`src/rtl/beacon_tdoa.sv`:
```
// rtl/beacon_tdoa.sv - multi-microphone beacon arrival-order (TDOA) detector with vote filter
module beacon_tdoa #(
  parameter int NUM_MICS   = 2,
  parameter int CNT_W      = 16,
  parameter int WIN_MIN    = 9200,
  parameter int WIN_MAX    = 10800,
  parameter int TIMEOUT    = 4000,
  parameter int HIST_DEPTH = 10,
  parameter int VOTE_TH    = 4,
  localparam int IDX_W     = ($clog2(NUM_MICS) > 1) ? $clog2(NUM_MICS) : 1
) (
  input  logic                clk,
  input  logic                rst_n,
  input  logic [NUM_MICS-1:0] mic,
  input  logic                enable,
  output logic                dir_valid,
  output logic [IDX_W-1:0]    lead_idx,
  output logic [CNT_W-1:0]    lag,
  output logic [IDX_W-1:0]    dir_filtered,
  output logic                timeout_err,
  output logic                width_err
);

  localparam int FILL_W = $clog2(HIST_DEPTH + 1);
  localparam logic [CNT_W-1:0] CNT_MAX = '1;

  typedef enum logic [1:0] {IDLE, ARRIVE, MEASURE, REPORT} state_t;

  state_t              state;
  logic [NUM_MICS-1:0] sync1, sync2, sync_d;
  logic [NUM_MICS-1:0] rise, fall, new_rise, fall_n, arrived_n;
  logic [NUM_MICS-1:0] arrived, fallen;
  logic [CNT_W-1:0]    timer, timer_inc, lag_acc;
  logic [IDX_W-1:0]    lead_acc, lead_c, best_idx;
  logic [CNT_W-1:0]    wcnt [NUM_MICS];
  logic [IDX_W-1:0]    hist [HIST_DEPTH];
  logic [IDX_W-1:0]    hist_nx [HIST_DEPTH];
  logic [FILL_W-1:0]   fill, fill_nx, best_cnt;
  logic [FILL_W-1:0]   votes [NUM_MICS];
  logic                win_ok, sat_hi;

  assign rise      = sync2 & ~sync_d;
  assign fall      = ~sync2 & sync_d;
  assign timer_inc = timer + 1'b1;
  assign new_rise  = (state == ARRIVE) ? (rise & ~arrived) : '0;
  assign arrived_n = arrived | new_rise;
  assign fall_n    = fallen | (fall & arrived);
  assign fill_nx   = (fill == FILL_W'(HIST_DEPTH)) ? fill : fill + 1'b1;

  always_comb begin
    lead_c = '0;
    for (int c = NUM_MICS - 1; c >= 0; c--)
      if (rise[c]) lead_c = IDX_W'(c);
  end

  always_comb begin
    win_ok = 1'b1;
    sat_hi = 1'b0;
    for (int c = 0; c < NUM_MICS; c++) begin
      if (wcnt[c] < CNT_W'(WIN_MIN) || wcnt[c] > CNT_W'(WIN_MAX)) win_ok = 1'b0;
      if (sync2[c] && !fallen[c] && wcnt[c] == CNT_MAX) sat_hi = 1'b1;
    end
  end

  // Votes are taken over the history as it will look after this REPORT's push.
  always_comb begin
    hist_nx[0] = lead_acc;
    for (int i = 1; i < HIST_DEPTH; i++) hist_nx[i] = hist[i-1];
    best_idx = '0;
    best_cnt = '0;
    for (int c = 0; c < NUM_MICS; c++) begin
      votes[c] = '0;
      for (int i = 0; i < HIST_DEPTH; i++)
        if (FILL_W'(i) < fill_nx && hist_nx[i] == IDX_W'(c)) votes[c] = votes[c] + 1'b1;
      if (votes[c] > best_cnt) begin
        best_cnt = votes[c];
        best_idx = IDX_W'(c);
      end
    end
  end

  always_ff @(posedge clk or negedge rst_n) begin
    if (!rst_n) begin
      state        <= IDLE;
      sync1        <= '0;
      sync2        <= '0;
      sync_d       <= '0;
      arrived      <= '0;
      fallen       <= '0;
      timer        <= '0;
      lag_acc      <= '0;
      lead_acc     <= '0;
      fill         <= '0;
      dir_valid    <= 1'b0;
      timeout_err  <= 1'b0;
      width_err    <= 1'b0;
      lead_idx     <= '0;
      lag          <= '0;
      dir_filtered <= '0;
      for (int c = 0; c < NUM_MICS; c++) wcnt[c] <= '0;
      for (int i = 0; i < HIST_DEPTH; i++) hist[i] <= '0;
    end else begin
      sync1       <= mic;
      sync2       <= sync1;
      sync_d      <= sync2;
      dir_valid   <= 1'b0;
      timeout_err <= 1'b0;
      width_err   <= 1'b0;

      if (state == ARRIVE || state == MEASURE) begin
        fallen <= fall_n;
        for (int c = 0; c < NUM_MICS; c++) begin
          if (new_rise[c])
            wcnt[c] <= CNT_W'(1);
          else if (arrived[c] && !fallen[c] && sync2[c] && wcnt[c] != CNT_MAX)
            wcnt[c] <= wcnt[c] + 1'b1;
        end
      end

      case (state)
        IDLE: begin
          if (enable && |rise) begin
            state    <= ARRIVE;
            timer    <= '0;
            lag_acc  <= '0;
            lead_acc <= lead_c;
            arrived  <= rise;
            fallen   <= '0;
            for (int c = 0; c < NUM_MICS; c++) wcnt[c] <= rise[c] ? CNT_W'(1) : '0;
          end
        end
        ARRIVE: begin
          timer   <= timer_inc;
          arrived <= arrived_n;
          if (|new_rise) lag_acc <= timer_inc;
          // A channel landing exactly on the timeout cycle still completes the event.
          if (&arrived_n) begin
            state <= MEASURE;
          end else if (timer_inc == CNT_W'(TIMEOUT)) begin
            timeout_err <= 1'b1;
            state       <= IDLE;
          end
        end
        MEASURE: begin
          if (sat_hi) begin
            width_err <= 1'b1;
            state     <= IDLE;
          end else if (&fall_n) begin
            if (win_ok) begin
              state     <= REPORT;
              dir_valid <= 1'b1;
              lead_idx  <= lead_acc;
              lag       <= lag_acc;
            end else begin
              width_err <= 1'b1;
              state     <= IDLE;
            end
          end
        end
        REPORT: begin
          for (int i = 0; i < HIST_DEPTH; i++) hist[i] <= hist_nx[i];
          fill <= fill_nx;
          if (best_cnt >= FILL_W'(VOTE_TH)) dir_filtered <= best_idx;
          state <= IDLE;
        end
        default: state <= IDLE;
      endcase
    end
  end

endmodule

```
`config.mk`:
```
export PLATFORM = sky130hd
export DESIGN_NAME = beacon_tdoa
export DESIGN_NICKNAME = d
export VERILOG_FILES = /design/src/rtl/beacon_tdoa.sv
export SDC_FILE = /design/constraint.sdc
export NUM_CORES = 1
export LEC_CHECK = 0
export CAP_MARGIN = 20
export CORE_MARGIN = 2
export CORE_UTILIZATION = 60
export DETAILED_ROUTE_END_ITERATION = 16
export PLACE_DENSITY = 0.78
export SLEW_MARGIN = 10
export SYNTH_ARGS = -nofsm -noshare
export SYNTH_HDL_FRONTEND = slang
export SYNTH_SLANG_ARGS = --single-unit
```
`constraint.sdc`:
```
create_clock -name clk -period 8.8 [get_ports clk]
set_clock_uncertainty 0.15 [all_clocks]
set_input_delay 2.64 -clock clk [delete_from_list [all_inputs] [get_ports clk]]
set_output_delay 2.64 -clock clk [all_outputs]
set_load 0.03 [all_outputs]
```
# --- Yosys cells after proc, flatten, opt, wreduce, memory -nomap -nowiden ---
# Cells that the tools add are included.
totals:
  reg_bits: 111
  in_bits: 5
  out_inout_bits: 21
  wordCells: 214
classes:
  addsub: 22
  order_cmp: 17
  n_eq_ne: 13
  n_mux: 67
  bitwise_logic: 20
  n_reduce_logical: 48
op_table:
  columns: ["op", "count"]
  rows:
  - ["16-bit 2-to-1 mux", 6]
  - ["32-bit 2-to-1 mux", 3]
  - ["4-bit 2-to-1 mux", 21]
  - ["4-bit by 1-bit adder with 4-bit output, second input constant", 19]
  - ["16-bit case mux with 2 select lines", 2]
  - ["16-bit by 1-bit adder with 16-bit output, second input constant", 3]
  - ["16-bit == test, second input constant", 2]
  - ["16-bit by 14-bit > comparator with 1-bit output, second input constant", 2]
  - ["16-bit by 14-bit < comparator with 1-bit output, second input constant", 2]
  - ["16-bit inequality test, second input constant", 2]
  - ["1-bit logical AND", 31]
  - ["1-bit 2-to-1 mux", 22]
  - ["2-bit 2-to-1 mux", 11]
  - ["16-bit by 12-bit == test with 1-bit output, second input constant", 1]
  - ["3-bit by 4-bit < comparator with 1-bit output, first input constant", 4]
  - ["1-bit NOT", 11]
  - ["2-bit AND reduction", 5]
  - ["2-bit bitwise AND", 4]
  - ["1-bit by 4-bit < comparator with 1-bit output, first input constant", 2]
  - ["2-bit by 4-bit < comparator with 1-bit output, first input constant", 2]
  - ["4-bit < comparator, first input constant", 2]
  - ["2-bit case mux with 4 select lines", 1]
  - ["2-bit NOT", 3]
  - ["3-bit AND reduction", 2]
  - ["other kinds (18)", 24]

# --- Depth between registers and ports, before layout ---
# Gate-level depths: netlist of the first run.
logic_depth:
  word_depth: 29
  depth_mapped: 44
  ltp_nobuf: 43

# --- Least setup slack after synthesis of the first run ---
# Ideal clock, no wire load.
synth_path:
  path_kind: "reg2reg"
  startpoint: "register fill[1]"
  endpoint: "register dir_filtered"
  setup_time_ps: 133
  arrival_time_ps: 6905
  required_time_ps: 8517
  setup_slack_ps: 1613
  path_stages_with_launch: 41
  path_buffers: 0
  period_less_slack_ps: 7187
  cell_sequence: "dfrtp_1 ha_1 and2_1 a21oi_2 o21ai_4 nand2_1 and2_1 ha_1 xnor2_1 ha_1 nand2_1 a21bo_2 ha_1 nor2_1 a21oi_1 nor2_1 inv_1 ha_1 (+5 left out) ha_1 nor2_1 nor2_1 a32o_1 ha_1 a22oi_1 nand2_1 ha_1 nor2_1 a31oi_1 ha_1 nor2b_1 o21ai_0 nand2b_1 a21oi_1 o21ai_0 o21ai_0 a32oi_2"
synth_between:
  elab_chain_len: 29
  word_cells_on_any_way: 78
synth_rtl:
  columns: ["element", "line", "source"]
  rows:
  - ["start: declaration", "38", "logic [FILL_W-1:0] fill, fill_nx, best_cnt;"]
  - ["start signal: assignment", "162", "fill <= fill_nx;"]
  - ["4-bit by 1-bit adder with 4-bit output / 4-bit == test (equally long branches)", "48", "assign fill_nx = (fill == FILL_W'(HIST_DEPTH)) ? fill : fill + 1'b1;"]
  - ["4-bit 2-to-1 mux (*)", "48", null]
  - ["1-bit by 4-bit < comparator with 1-bit output", "74", "if (FILL_W'(i) < fill_nx && hist_nx[i] == IDX_W'(c)) votes[c] = votes[c] + 1'b1;"]
  - ["1-bit logical AND", "74", null]
  - ["1-bit 2-to-1 mux", "74", null]
  - ["4-bit by 1-bit adder with 4-bit output", "74", null]
  - ["4-bit 2-to-1 mux", "74", null]
  - ["4-bit by 1-bit adder with 4-bit output", "74", null]
  - ["(+13 left out)", null, null]
  - ["4-bit by 1-bit adder with 4-bit output", "74", null]
  - ["4-bit 2-to-1 mux", "74", null]
  - ["4-bit by 1-bit > comparator with 1-bit output", "75", "if (votes[c] > best_cnt) begin"]
  - ["4-bit 2-to-1 mux", "75", null]
  - ["4-bit > comparator", "75", null]
  - ["4-bit 2-to-1 mux", "75", null]
  - ["4-bit by 3-bit greater-or-equal comparator with 1-bit output", "163", "if (best_cnt >= FILL_W'(VOTE_TH)) dir_filtered <= best_idx;"]
  - ["2-bit AND reduction (no line)", null, null]
  - ["end signal: assignment", "163", null]
  - ["end: declaration", "19", "output logic [IDX_W-1:0] dir_filtered,"]
# Mark *: on every way between the ends. The rest lies on a longest branch, timed or not.
# A chain may end at the register's enable or synchronous reset.

# --- Worst setup path after layout of the first run ---
layout_path:
  startpoint: "register fill[0]"
  endpoint: "register dir_filtered"
# Same word-level chain as after synthesis.

==> results of run 1 <==
-- power by group --
part | switching [mW] | internal, mW | leakage (nW)
Sequential | 0.0960 | 0.567 | 1.51
Combinational | 1.32 | 1.02 | 2.08
Clock | 0.168 | 0.216 | 0.131
Total | 1.58 | 1.80 | 3.72
-- sequential cells by signal, summed over array words and instances (netlist names) --
signal,flops
lead_acc,1
sync2,2
lag_acc,16
fill,4
dir_valid,1
timeout_err,1
state,2
fallen,2
dir_filtered,1
width_err,1
hist,9
wcnt,32
lag,16
timer,16
sync_d,2
arrived,2
sync1,2
lead_idx,1
-- final timing paths --
path                       startpoint           end  cells after the start
max in group asynchronous       rst_n     timer[11]                      2
min in group asynchronous       rst_n       wcnt[9]                      1
setup / recovery              fill[0]  dir_filtered                     41
setup reg to reg              fill[0]  dir_filtered                     41
hold / removal               sync1[1]      sync2[1]                      0
hold reg to reg              sync1[1]      sync2[1]                      0
-- cell usage in the layout (no fill, tap or decap), types with 9 or more instances in the layout --
cell type	netlist	routed
nand2_1	129	129
dfrtp_1	111	111
nor2_1	80	80
o21ai_0	58	58
xnor2_1	51	51
xor2_1	38	38
ha_1	36	36
a21oi_1	35	35
inv_1	32	32
nand3_1	26	26
mux2_2	25	25
clkdlybuf4s50_1	0	24
nor3_1	15	15
nand4_1	14	14
and2_1	13	13
nand2b_1	13	13
o31ai_1	11	11
a21o_1	10	10
nor2b_1	9	9
clkbuf_16	0	9
-- cell families after synthesis --
logic type | Yosys count | synth area share
adders and majority gates | 36 | 0.0562
xor gates and xnor gates | 101 | 0.128
AOI/OAI and AO/OA | 200 | 0.170
muxes | 33 | 0.0453
DFF | 111 | 0.347
and+or+nand+nor | 356 | 0.218
buffers and inverters | 69 | 0.0359
-- layout make-up --
type	count	area share
inverters	33	0.0143
multi-input cells	726	0.574
flip-flops and latches	111	0.322
clock buffers	11	0.0269
well taps	176	0.0255
clock inverters	2	0.00406
repair buffers	31	0.0339
-- cells in the mapped netlist (all sizes together), types with 6 or more instances --
cell / count / area share
o31ai: 11 / 0.010
mux2i: 7 / 0.0087
dfrtp: 111 / 0.35
inv: 33 / 0.015
a21o: 11 / 0.011
nand4: 14 / 0.011
clkbuf: 27 / 0.013
a31oi: 8 / 0.0062
a211oi: 9 / 0.0091
a21oi: 39 / 0.027
ha: 36 / 0.056
o22ai: 6 / 0.0047
nor2b: 9 / 0.0070
nand3: 30 / 0.022
buf: 9 / 0.0078
or3: 8 / 0.0062
o211ai: 6 / 0.0056
xnor2: 55 / 0.064
nor3b: 7 / 0.0066
mux2: 26 / 0.037
xor2: 40 / 0.047
o21ai: 63 / 0.041
nor3: 16 / 0.011
nand2b: 13 / 0.010
nor2: 80 / 0.037
nand2: 130 / 0.061
and3: 7 / 0.0055
and2: 14 / 0.011
-- layer usage --
metal | up-vias | share of wire
met4 | 0 | 0.015
met5 | - | 0
met1 | 3025 | 0.47
met3 | 28 | 0.033
li1 | 3201 | -
met2 | 131 | 0.48
-- per-stage QoR --
step | util | setup WS [ns]
after CTS | 0.657 | 0.756
after detailed placement | 0.636 | 0.774
after floorplan | - | 1.61
after global placement | 0.636 | 1.00
after global routing | 0.657 | 0.0270
final | 0.657 | 0.731
==> out/summary.txt, run 1 <==
cts repair resizes: 0
GRT Resource Usage Total: 0.239
Fmax: 0.124 GHz
Register Area: 0.00278 sq mm
via count: 6385
DRC violations left: 0
CTS Buffer Depth: 2
IO Pins: 26
CTS tree: built
most used cell, CP: ha_1
Placed Area: 0.00836 sq mm
period utilization: 0.917
Max Cap Viol: 0
first-pass GRT wire length: 28500 microns
initial core utilization: 0.610
CP arrival: 8.14 ns
buffer and inverter count on the worst path: 2
WL final: 16500 microns
cts hold-fix bufs: 0
crit start category: register
shortest period the worst path allows: 8.07 ns
Yosys warning count: 0
Synthesized Nets: 947
outcome: complete, no violations
Synth Cell Area: 0.00801 sq mm
setup TNS: 0 ns
routed len/inst: 15.1 microns
Post-synth EDFFs: 0
hold slack: 0.198 ns
Critical Path RT: 8.87 ns
largest net degree at the start of global routing: 77
Inserted Clock Buffers: 9
Chip Width: 120 microns
VDD IR-drop max: 0.206 mV
library cells used by synthesis: 86
Crit Path Max Fanout: 15
Worst slew margin: 0.387
gr busiest metal: met2
Tot Pwr: 3.39 mW
Clk pin slew, worst setup/hold paths: 0.07 ns
Post-CTS Setup Inserts: 0
IO Port Bufs: 25
Die Y: 120 microns
initial antenna violation count: 0
CP max stage cell: dfrtp_1
Multi-input gate area: 0.00495 sq mm
Placed Cells: 1076
Max Slew Vio Count: 0
Hold WC Path Type: register to register
Syn Inst Count: 906
Pwr Density: 392 mW/mm^2
area grow syn2layout: 7.81%
Core Footprint: 0.0131 sq mm
row count: 42
Crit. End Element: register
share of layout cells above drive strength 1: 0.0821
fin nets: 953
Mean Syn Cell Area: 8.84 sq um
Antenna Nets Post-Route: 0
root buf cell: clkbuf_16
Die ar.: 0.0143 sq mm
GRT overflow: 0
Pleak: 3.72 nW
M3 GR Usage: 0.0285
placer congestion estimate: 0.927
Worst Tran Pin Value: 0.919 ns
flop and latch count out of synthesis: 111
Finish-stage setup viols: 0
M1 GR Usage: 0.339
ant diodes: 0
hold violation count in the final report: 0
Fillers: 1080
vias in the first global route: 6028
leading register cell type out of synthesis: dfrtp_1
Vias/cell: 5.86
crit path kind: register to register
Seq/Total Area, Yosys: 0.347
initial drt markers: 469
Top delay family on crit path: adder cells
clk_lat worst skew: 0.34 ns
RSZ-0062 raised after global routing: no
met2 usage: 0.393
R2R Setup Slk: 0.73 ns
Final Cell Area: 0.00864 sq mm
CTS H-Tree Depth: 3
Post-synth ARST share: 1.00
clock sink count: 111
max incr delay on CP: 0.53 ns
Final Non-Filler Cells: 1090
Pre-antenna DRT Iters: 5
placed wire-length estimate: 12100 microns
Note: power is estimated with default switching activity, not from simulation.
==> run 2: changes to the inputs <==
--- a/config.mk
+++ b/config.mk
@@ -7,9 +7,8 @@
 export LEC_CHECK = 0
 export CAP_MARGIN = 20
 export CORE_MARGIN = 2
-export CORE_UTILIZATION = 60
+export CORE_UTILIZATION = 25
 export DETAILED_ROUTE_END_ITERATION = 16
-export PLACE_DENSITY = 0.78
 export SLEW_MARGIN = 10
 export SYNTH_ARGS = -nofsm -noshare
 export SYNTH_HDL_FRONTEND = slang
==> run 2 against run 1 <==
Effect of this change:
- clock-buffer cell count did not move
- power increased by 0.71%
- combinational power barely moved
- critical endpoint unchanged
- critical path type unchanged
==> out/summary.txt, run 2 (synthesis results as in run 1) <==
Hold Crit Depth: 0 (unchanged)
Pwr Density: 382 mW/mm^2 (-2.6%)
FF-to-FF Start: fill[0]
share of layout cells above drive strength 1: 0.0842 (+0.00210)
GRT Resource Usage Total: 0.110 (-0.129)
row count: 65 (+55%)
Clk pin slew, worst setup/hold paths: 0.07 ns (about the same)
routed len/inst: 13.5 microns (-11%)
commonest non-fill, non-tap cell in the layout: nand2_1
Max Slew Vio Count: 0 (unchanged)
RSZ-0062 raised after global routing: no
Final Cell Area: 0.00893 sq mm (+3.4%)
Die ar.: 0.0335 sq mm (+130%)
CTS tree: built
ant diodes: 0 (unchanged)
Placed Cells: 1302 (+21%)
WL final: 17700 microns (+7.6%)
most frequent cells in the layout: nand2_1 (129), dfrtp_1 (110), nor2_1 (80)
Finish-stage setup viols: 0 (unchanged)
Antenna Nets Post-Route: 0 (unchanged)
Worst Tran Pin Value: 0.948 ns (+0.0294 ns)
IO Pins: 26 (unchanged)
Inserted Clock Buffers: 9 (unchanged)
hold path startpoint: sync1[0]
Placed Area: 0.00864 sq mm (+3.4%)
hold violation count in the final report: 0 (unchanged)
Fillers: 3365 (+210%)
area grow syn2layout: 11.5%
Fmax: 0.123 GHz (-0.40%)
Pleak: 3.72 nW (about the same)
GRT overflow: 0 (unchanged)
Vias/cell: 4.80 (-18%)
CTS H-Tree Depth: 3 (unchanged)
Core Footprint: 0.0316 sq mm (+140%)
Top reg by flops: wcnt
clk_lat worst skew: 0.35 ns (about the same)
crit path kind: register to register
initial core utilization: 0.254 (-0.356)
Reg2Reg Depth: 41 (unchanged)
CTS Buffer Depth: 2 (unchanged)
R2R Setup Slk: 0.70 ns (-0.03 ns)
initial drt markers: 378 (-19%)
Crit. End Element: register
fin nets: 953 (unchanged)
Chip Width: 183 microns (+53%)
root buf cell: clkbuf_16
shortest period the worst path allows: 8.10 ns (+0.0324 ns)
r2r endpoint: dir_filtered
VDD IR-drop max: 0.184 mV (-11%)
IO Port Bufs: 25 (unchanged)
Hold WC Path Type: register to register
WHS Endpoint: sync2[0]
max incr delay on CP: 0.50 ns (-0.03 ns)
Tot Pwr: 3.41 mW (+0.71%)
Post-CTS Setup Inserts: 0 (unchanged)
Crit Path Max Fanout: 15 (unchanged)
crit start category: register
outcome: complete, no violations
Final Non-Filler Cells: 1317 (+21%)
Die Y: 183 microns (+53%)
initial antenna violation count: 0 (unchanged)
via count: 6320 (-1.0%)
Critical Path RT: 8.88 ns (about the same)
placer congestion estimate: 0.838 (-9.5%)
DRC violations left: 0 (unchanged)
setup TNS: 0 ns (unchanged)
Worst slew margin: 0.361 (-0.0263)
first-pass GRT wire length: 30700 microns (+7.6%)
CP max stage cell: dfrtp_2
Max Cap Viol: 0 (unchanged)
placed wire-length estimate: 13100 microns (+8.3%)
Largest register FFs: 32 (unchanged)
CP arrival: 8.18 ns (+0.04 ns)
Pre-antenna DRT Iters: 5 (unchanged)
clock sink count: 111 (unchanged)
most used cell, CP: ha_1
largest net degree at the start of global routing: 73 (-5.2%)
period utilization: 0.921 (+0.00368)
vias in the first global route: 6150 (+2.0%)
-- run 2: area by class of cell --
cell class	instances	area (sq um)	area share
Clock buffer	11	233	0.0261
Clock inverter	3	46.3	0.00518
Inverter	33	124	0.0139
Multi-Input combinational cell	726	4950	0.555
Sequential cell	111	2780	0.311
Tap cell	402	503	0.0563
Timing Repair Buffer	31	293	0.0328
-- run 2: report_power, final --
part | switching [mW] | total (mW) | internal (mW)
Combinational | 1.33 | 2.35 | 1.02
Sequential | 0.0890 | 0.656 | 0.567
Clock | 0.184 | 0.402 | 0.219
Total | 1.60 | 3.41 | 1.81
-- run 2: timing repair --
action,in CTS,in global routing
hold buffers,0,0
gates resized for setup,0,1
endpoints found under the setup margin,0,1
-- run 2: per-layer routing --
metal / routed length [microns] / part of all wire / up-vias / global-route usage
met5: 0 / 0 / - / 0
met4: 247 / 0.014 / 0 / 0.0342
met3: 303 / 0.017 / 16 / 0.0123
met2: 8720 / 0.49 / 49 / 0.188
met1: 8470 / 0.48 / 3060 / 0.146
li1: - / - / 3195 / -
-- run 2: worst max path at each step --
stage | start | to | depth (start not counted)
after floorplan | fill[1] | dir_filtered | 40
after global placement | fill[0] | dir_filtered | 41
after detailed placement | fill[0] | dir_filtered | 41
after CTS | fill[0] | dir_filtered | 41
after global routing | fill[0] | dir_filtered | 41
final | fill[0] | dir_filtered | 41
-- run 2: worst max-delay path: cells and delay by family, from the launching register on --
kind,cells,cell delay [ns]
adders and majority gates,10,3.01
AOI/OAI and AO/OA,13,1.89
and+or+nand+nor,15,1.83
DFF,1,0.50
buffers and inverters,2,0.30
xor gates and xnor gates,1,0.28
-- run 2: metrics by stage --
step | hold slack [ns] | worst slack (ns) | util
global placement | 0.183 | 0.953 | 0.274
CTS | 0.201 | 0.645 | 0.283
finish | 0.200 | 0.699 | 0.283
floorplan | 0.181 | 1.61 | -
detailed placement | 0.185 | 0.678 | 0.274
global route | 0.218 | 0.0366 | 0.283
